$ cat config.mk
export PLATFORM = sky130hd
export DESIGN_NAME = weight_col_encoder_16
export DESIGN_NICKNAME = d
export VERILOG_FILES = /design/src/rtl/bitsim_pkg.sv /design/src/rtl/group_col_encoder.sv /design/src/rtl/weight_col_encoder_16.sv
export SDC_FILE = /design/constraint.sdc
export NUM_CORES = 1
export LEC_CHECK = 0
export ABC_CLOCK_PERIOD_IN_PS = 9630
export BUFFER_PORTS_ARGS = -buffer_cell sky130_fd_sc_hd__buf_2
export CELL_PAD_IN_SITES_DETAIL_PLACEMENT = 1
export CELL_PAD_IN_SITES_GLOBAL_PLACEMENT = 1
export CORE_UTILIZATION = 41
export CTS_CLUSTER_DIAMETER = 200
export DETAILED_ROUTE_END_ITERATION = 10
export PLACE_DENSITY_LB_ADDON = 0.1
export SLEW_MARGIN = 20
export SYNTH_ARGS = -nofsm -noshare
export SYNTH_HDL_FRONTEND = slang
export SYNTH_HIERARCHICAL = 1
export SYNTH_SLANG_ARGS = --single-unit
$ cat constraint.sdc
create_clock -name clk -period 9.63 [get_ports clk]
set_clock_uncertainty 0.1 [all_clocks]
set_input_delay 0.4815 -clock clk [delete_from_list [all_inputs] [get_ports clk]]
set_output_delay 0.4815 -clock clk [all_outputs]
set_load 0.05 [all_outputs]
$ cat src/rtl/bitsim_pkg.sv
// Shared types and constants for the bit-serial weight encoder.
package bitsim_pkg;

  localparam int unsigned GROUP_SIZE        = 8;
  localparam int unsigned SEL_W             = 4;
  localparam int unsigned MAX_SEL_PER_GROUP = 4;
  // Select value routed to the MAC mux zero input.
  localparam logic [SEL_W-1:0] SEL_ZERO     = 4'd8;

  // Four lane selects for one 8-lane group, entry 0 in the low nibble.
  typedef logic [MAX_SEL_PER_GROUP-1:0][SEL_W-1:0] group_sel_t;

  typedef enum logic {StIdle, StRun} enc_state_e;

endpackage

$ cat src/rtl/group_col_encoder.sv
// Combinational encoder for one 8-lane group of one bit column.
// Selects the lane indices of the minority bit value; ties select ones.
module group_col_encoder
  import bitsim_pkg::*;
(
  input  logic [GROUP_SIZE-1:0] bits_i,
  output group_sel_t            sel_o,
  output logic                  skip_zero_o
);

  logic [3:0]            ones;
  logic [GROUP_SIZE-1:0] target;
  logic [2:0]            n_sel;

  // Popcount, pick the minority value, then pack matching lanes in ascending order.
  always_comb begin
    ones = '0;
    for (int k = 0; k < GROUP_SIZE; k++) begin
      ones = ones + {3'b000, bits_i[k]};
    end
    skip_zero_o = (ones <= 4'd4);
    target      = skip_zero_o ? bits_i : ~bits_i;
    sel_o       = {MAX_SEL_PER_GROUP{SEL_ZERO}};
    n_sel       = '0;
    for (int k = 0; k < GROUP_SIZE; k++) begin
      if (target[k] && (n_sel < 3'(MAX_SEL_PER_GROUP))) begin
        sel_o[n_sel[1:0]] = SEL_W'(k);
        n_sel             = n_sel + 3'd1;
      end
    end
  end

endmodule

$ cat src/rtl/weight_col_encoder_16.sv
// Bit-serial weight-column encoder: latches one weight vector and emits one
// registered control word per bit column, LSB column first.
module weight_col_encoder_16
  import bitsim_pkg::*;
#(
  parameter int unsigned DATA_WIDTH = 8,
  parameter int unsigned VEC_LENGTH = 16,
  parameter int unsigned NUM_GROUP  = VEC_LENGTH / 8,
  parameter int unsigned SEL_WIDTH  = 4
) (
  input  logic                                    clk,
  input  logic                                    reset,
  input  logic                                    w_valid,
  output logic                                    w_ready,
  input  logic [VEC_LENGTH-1:0][DATA_WIDTH-1:0]   w_in,
  output logic                                    out_valid,
  input  logic                                    out_ready,
  output logic [VEC_LENGTH/2-1:0][SEL_WIDTH-1:0]  act_sel,
  output logic [NUM_GROUP-1:0]                    is_skip_zero,
  output logic [2:0]                              column_idx,
  output logic                                    is_msb,
  output logic                                    col_last
);

  localparam logic [2:0] LastCol = 3'(DATA_WIDTH - 1);

  enc_state_e                                  state_q, state_d;
  logic [VEC_LENGTH-1:0][DATA_WIDTH-1:0]       w_q, w_d;
  logic                                        out_valid_q, out_valid_d;
  logic [VEC_LENGTH/2-1:0][SEL_WIDTH-1:0]      act_sel_q, act_sel_d;
  logic [NUM_GROUP-1:0]                        skip_q, skip_d;
  logic [2:0]                                  col_q, col_d;
  logic                                        msb_q, msb_d;

  logic                                        out_fire, last_fire, accept;
  logic [VEC_LENGTH-1:0][DATA_WIDTH-1:0]       enc_w;
  logic [2:0]                                  enc_col;
  group_sel_t [NUM_GROUP-1:0]                  grp_sel;
  logic [NUM_GROUP-1:0]                        grp_skip;

  assign out_fire  = out_valid_q && out_ready;
  assign last_fire = out_fire && msb_q;
  assign w_ready   = (state_q == StIdle) || last_fire;
  assign accept    = w_valid && w_ready;

  // A new vector is encoded straight from w_in so column 0 lands one cycle after
  // the handshake; later columns come from the held weight register.
  assign enc_w   = accept ? w_in : w_q;
  assign enc_col = accept ? 3'd0 : col_q + 3'd1;

  for (genvar g = 0; g < NUM_GROUP; g++) begin : g_grp
    logic [GROUP_SIZE-1:0] bits;

    // Gather this group's bits of the column being encoded.
    always_comb begin
      for (int k = 0; k < GROUP_SIZE; k++) begin
        bits[k] = enc_w[g*GROUP_SIZE+k][enc_col];
      end
    end

    group_col_encoder u_enc (
      .bits_i      (bits),
      .sel_o       (grp_sel[g]),
      .skip_zero_o (grp_skip[g])
    );
  end

  // Next-state: accept a vector, advance a column, or drop back to idle values.
  always_comb begin
    state_d     = state_q;
    w_d         = w_q;
    out_valid_d = out_valid_q;
    act_sel_d   = act_sel_q;
    skip_d      = skip_q;
    col_d       = col_q;
    msb_d       = msb_q;
    if (accept) begin
      state_d     = StRun;
      w_d         = w_in;
      out_valid_d = 1'b1;
      col_d       = 3'd0;
      act_sel_d   = grp_sel;
      skip_d      = grp_skip;
      msb_d       = (LastCol == 3'd0);
    end else if (last_fire) begin
      state_d     = StIdle;
      out_valid_d = 1'b0;
      col_d       = 3'd0;
      act_sel_d   = {(VEC_LENGTH/2){SEL_ZERO}};
      skip_d      = '1;
      msb_d       = 1'b0;
    end else if (out_fire) begin
      col_d     = enc_col;
      act_sel_d = grp_sel;
      skip_d    = grp_skip;
      msb_d     = (enc_col == LastCol);
    end
  end

  // State and output registers with asynchronous active-high reset.
  always_ff @(posedge clk or posedge reset) begin
    if (reset) begin
      state_q     <= StIdle;
      w_q         <= '0;
      out_valid_q <= 1'b0;
      act_sel_q   <= {(VEC_LENGTH/2){SEL_ZERO}};
      skip_q      <= '1;
      col_q       <= 3'd0;
      msb_q       <= 1'b0;
    end else begin
      state_q     <= state_d;
      w_q         <= w_d;
      out_valid_q <= out_valid_d;
      act_sel_q   <= act_sel_d;
      skip_q      <= skip_d;
      col_q       <= col_d;
      msb_q       <= msb_d;
    end
  end

  assign out_valid    = out_valid_q;
  assign act_sel      = act_sel_q;
  assign is_skip_zero = skip_q;
  assign column_idx   = col_q;
  assign is_msb       = msb_q;
  assign col_last     = msb_q;

endmodule

==> impl_metrics.yaml, run 1 <==
detailed_routing:
  routed_wl_microns: 28040
  vias: 7689
  drc: 0
  firstDrtPassIters: 5
  first_iter_violations: 370
  antenna_left: 0
  drt-wirelength-per-cell_microns: 19.86
  via_per_inst: 5.445
grt:
  grt_max_degree: 111
  grt_antenna_before_repair: 8
  grt_usage_pct: 21.95
  overflow: 0
  grt_first_pass_wirelength_microns: 44910
  grt_pass1_vias: 8163
worst_hold_path:
  hold_class: "in2reg"
clocking:
  cts_tree: "done"
  ctsHtreeMaxLevel: 4
  cts.sinks: 167
  clockBufferDepth: 2
  clkLatencyLatePin_ps: 440
  clk_pin_slew_ps: 80
  cts_root_buf: "clkbuf_16"
  cts_made_buffers: 17
floorplanning:
  io_pins: 173
  die_w_microns: 162.3
  core_area_sq_mm: 0.02518
  die-area_sq_mm: 0.02636
  start_util_pct: 41.86
  dieHeight_microns: 162.3
  num_rows: 58
synthesis:
  synth-main-ff-cell: "dfrtp_1"
  syn_nets: 1091
  synth_top_area_share_pct: 37.27
  ys_ff_latch: 167
  syn-instance-count: 900
  ys_seq_area_share_pct: 39.76
  async_flop_share_pct: 100.0
  avgSynthCellArea_sq_um: 11.71
  synth_edf_count: 0
  netlist_area_sq_mm: 0.01054
  yosys_warnings: 6
  synth_area_leaders: "dfrtp_1, mux2_2, ha_1"
  synth_top_cell_by_area: "dfrtp_1"
  synth_cell_types: 85
placed_design:
  gp_congestion: 0.8103
  io_buffers: 172
  dpl.hpwl_microns: 20450
finish:
  fillerInstances: 2747
  multi_input_area_sq_mm: 0.005832
  area_growth_syn_to_layout_pct: 17.31
  drive_gt1_share_pct: 39.13
  layout_commonest_cell: "buf_2"
  most-common-layout-cells: "buf_2, dfrtp_1, mux2_2"
  final-seq-area_sq_mm: 0.004193
  nNetsFinal: 1254
timing:
  drv_slew: 0
  hold_violations: 0
  max_freq_mhz: 108.6
  relSlewSlack_pct: 36.82
  period_needed_ps: 9208
  setup_viol: 0
  timing.setup.tns_ps: 0
  fin_crit_sh_pct: 95.62
  tightestPinTransition_ps: 947.7
job:
  drv_cap: 0
worst_setup_path:
  max_stage_delay_ps: 520
  worstPathRequired_ps: 9890
  critical_path_class: "reg2reg"
  cp_max_fo: 29
  arrival_ps: 9470
  endpoint_kind: "flip-flop"
  cp-start-kind: "flip-flop"
  cp_slowest_cell: "fa_1"
status:
  status: "completed"
-- path summary, 6_finish.rpt --
check	from	to	slack, ps	depth (start not counted)
max	column_idx[1]	act_sel[19]	420	37
min	w_in[101]	w_q[101]	170	2
max reg2reg	column_idx[1]	act_sel[19]	420	37
min reg2reg	w_q[8]	w_q[8]	380	1
max in group asynchronous	reset	w_q[71]	7550	5
min in group asynchronous	reset	act_sel[22]	450	3
-- cell families after synthesis --
| kind of cell | count (synthesis) | share of synthesized area (%) |
|---|---|---|
| buf+inv | 113 | 5.958 |
| mux | 166 | 21.60 |
| compound gates | 186 | 13.61 |
| flops | 167 | 39.76 |
| simple gates | 186 | 9.306 |
| fa+ha+maj | 61 | 7.763 |
| xor+xnor | 21 | 1.994 |
-- registers in the layout, indices dropped and copies added (netlist names) --
register	count
act_sel	32
col_last	1
column_idx	3
is_skip_zero	2
out_valid	1
w_q	128
-- cell type report --
| cell class | count | share of cell area, % |
|---|---|---|
| diodes | 6 | 0.1214 |
| clock buffers | 18 | 3.471 |
| clock inverters | 14 | 1.255 |
| inverters | 58 | 1.862 |
| multi-input cells | 620 | 47.16 |
| flip-flops and latches | 167 | 33.91 |
| well taps | 330 | 3.339 |
| repair buffers | 199 | 8.884 |
-- metrics by stage --
step | instance area, sq um | worst slack [ps] | hold slack, ps | utilization (%) | cells
finish | 12370 | 421.6 | 168.3 | 49.11 | 1412
global route | 12360 | -51.85 | 153.3 | 49.08 | 1409
CTS | 12210 | 164.6 | 152.9 | 48.47 | 1403
detailed placement | 11620 | 246.2 | 362.0 | 46.15 | 1371
global placement | 11620 | 506.0 | 353.6 | 46.15 | 1371
floorplan | 10540 | 103.3 | 340.8 | - | 900
-- Yosys cell counts, drive strengths merged (19+ instances only) --
| library cell | number |
|---|---|
| and3 | 19 |
| a21oi | 28 |
| nand2 | 62 |
| ha | 51 |
| nor2 | 22 |
| buf | 39 |
| nand3 | 23 |
| dfrtp | 157 |
| mux4 | 32 |
| inv | 58 |
| a22o | 29 |
| mux2 | 118 |
| a21o | 22 |
| o21ai | 26 |
-- what timing repair did --
action                                  in CTS  in global routing
endpoints found under the hold margin        0                 24
setup buffers                                0                  1
hold buffers                                 0                  1
endpoints found under the setup margin       0                 32
resized for setup                            0                 20
-- critical path, delay by kind of cell (launching register included) --
family                     cells  cell delay [ps]
buffers and inverters          7              940
adders and majority gates      9             3170
DFF                            1              410
muxes                          4             1070
xor gates and xnor gates       1              170
AOI/OAI and AO/OA              7             1390
and+or+nand+nor                9             1860
-- per-layer routing --
metal	vias up	GRT usage (%)	share of wire, %
met4	8	4.931	1.2
met1	3841	29.55	46
li1	3637	-	-
met3	30	5.169	4.9
met5	-	0	0.20
met2	173	35.76	48
Power of run 1 is left out: the tool's default activity adds up to more than one toggle a clock period on the data nets, which glitch-free logic cannot reach.
==> inputs of run 2 (changes only) <==
--- a/config.mk
+++ b/config.mk
@@ -13,6 +13,7 @@
 export CTS_CLUSTER_DIAMETER = 200
 export DETAILED_ROUTE_END_ITERATION = 10
 export PLACE_DENSITY_LB_ADDON = 0.1
+export SETUP_SLACK_MARGIN = 0.2
 export SLEW_MARGIN = 20
 export SYNTH_ARGS = -nofsm -noshare
 export SYNTH_HDL_FRONTEND = slang
==> constraint.sdc (replaced) <==
create_clock -name clk -period 9.63 [get_ports clk]
set_clock_uncertainty 0.1 [all_clocks]
set_input_delay 0.4815 -clock clk [delete_from_list [all_inputs] [get_ports clk]]
set_output_delay 0.4815 -clock clk [all_outputs]
set_load 0.1 [all_outputs]
==> impl_metrics.yaml, run 2 (synthesized netlist as in run 1, its figures left out) <==
worst_setup_path:
  cp_num_buf_inv: 6
  worstReg2RegEnd: "act_sel[7]"
  r2r_slack_ps: 620
  max_stage_delay_ps: 490
  critical_path_class: "reg2reg"
  cp_max_fo: 15
  r2r-start: "column_idx[0]"
  crit_path_frequent_cell: "ha_1"
  cp_slowest_cell: "fa_1"
  cp-start-kind: "flip-flop"
  endpoint_kind: "flip-flop"
  cp.depth: 35
  crit_end: "act_sel[7]"
  critPathTopFamily: "adder cells"
  worstRegToRegCells: 35
  worstPathRequired_ps: 9880
  cp-startpoint: "column_idx[0]"
  arrival_ps: 9260
floorplanning:
  start_util_pct: 41.86
  die_w_microns: 162.3
  die-area_sq_mm: 0.02636
  dieHeight_microns: 162.3
  num_rows: 58
  io_pins: 173
  core_area_sq_mm: 0.02518
grt:
  met2_usage_pct: 34.77
  grt-busiest-layer: "met2"
  grt_max_degree: 96
  grt_antenna_before_repair: 4
  grt_use_met3_pct: 4.787
  grt_pass1_vias: 8052
  grt_first_pass_wirelength_microns: 45060
  overflow: 0
  grt_use_met1_pct: 30.64
  grt_usage_pct: 22.07
finish:
  most-common-layout-cells: "buf_2, dfrtp_1, mux2_2"
  layout_commonest_cell: "buf_2"
  fillerInstances: 2705
  nNetsFinal: 1259
  drive_gt1_share_pct: 40.06
  largest_reg_flops: 128
  largest-register: "w_q"
  area_growth_syn_to_layout_pct: 18.22
  fin_util_pct: 49.49
  final-seq-area_sq_mm: 0.004197
  multi_input_area_sq_mm: 0.005873
status:
  status: "completed"
clocking:
  hold_buffers: 0
  cts_made_buffers: 17
  cts.sinks: 167
  clk_pin_slew_ps: 70
  cts_root_buf: "clkbuf_16"
  clockBufferDepth: 2
  clkLatencyLatePin_ps: 450
  ctsHtreeMaxLevel: 4
  cts_tree: "done"
placed_design:
  gp_congestion: 0.8126
  dpl.hpwl_microns: 20430
  io_buffers: 172
timing:
  setup_viol: 0
  hold_violations: 0
  drv_slew: 0
  max_freq_mhz: 111.0
  fin_crit_sh_pct: 93.54
  period_needed_ps: 9008
  rsz0062_at_grt: "yes"
  timing.setup.tns_ps: 0
  tightestPinTransition_ps: 1008
  relSlewSlack_pct: 32.80
detailed_routing:
  drt-wirelength-per-cell_microns: 19.94
  antenna_left: 0
  vias: 7726
  firstDrtPassIters: 5
  first_iter_violations: 438
  via_per_inst: 5.456
  routed_wl_microns: 28230
  drc: 0
worst_hold_path:
  hold_class: "in2async"
job:
  drv_cap: 0
run 2: what timing repair did:
action / in CTS / in global routing
pin swaps: 0 / 5
resized for setup: 3 / 28
setup buffers: 0 / 9
endpoints found under the setup margin: 2 / 32
hold endpoints to repair: 0 / 0
run 2: cell type report:
type / instances / area share (%)
Multi-Input combinational cell: 620 / 47.13
Sequential cell: 167 / 33.67
Clock buffer: 17 / 3.414
Timing Repair Buffer: 204 / 9.157
Antenna cell: 5 / 0.1004
Tap cell: 330 / 3.313
Inverter: 58 / 1.847
Clock inverter: 15 / 1.365
run 2: worst min-delay path by stage:
stage / endpoint / slack, ps / cells past startpoint
after floorplan: w_q[0] / 340 / 1
after global placement: w_q[40] / 360 / 1
after detailed placement: w_q[48] / 360 / 1
after CTS: w_q[100] / 140 / 2
after global routing: w_q[100] / 140 / 2
final: act_sel[25] / 120 / 2
run 2: per-stage QoR:
stage,hold slack (ps),cells,area (sq um),setup slack (ps)
detailed placement,361.3,1370,11620,187.5
floorplan,340.8,900,10550,157.3
global route,143.0,1414,12460,138.3
global placement,357.3,1370,11620,373.4
CTS,142.7,1402,12230,248.1
finish,120.7,1416,12460,621.9
run 2: layer usage:
layer	share of wire [%]	up-vias
li1	-	3650
met1	47	3868
met2	47	191
met3	4.6	17
met4	1.1	0
met5	0	-
Power of run 2 is left out for the same reason.
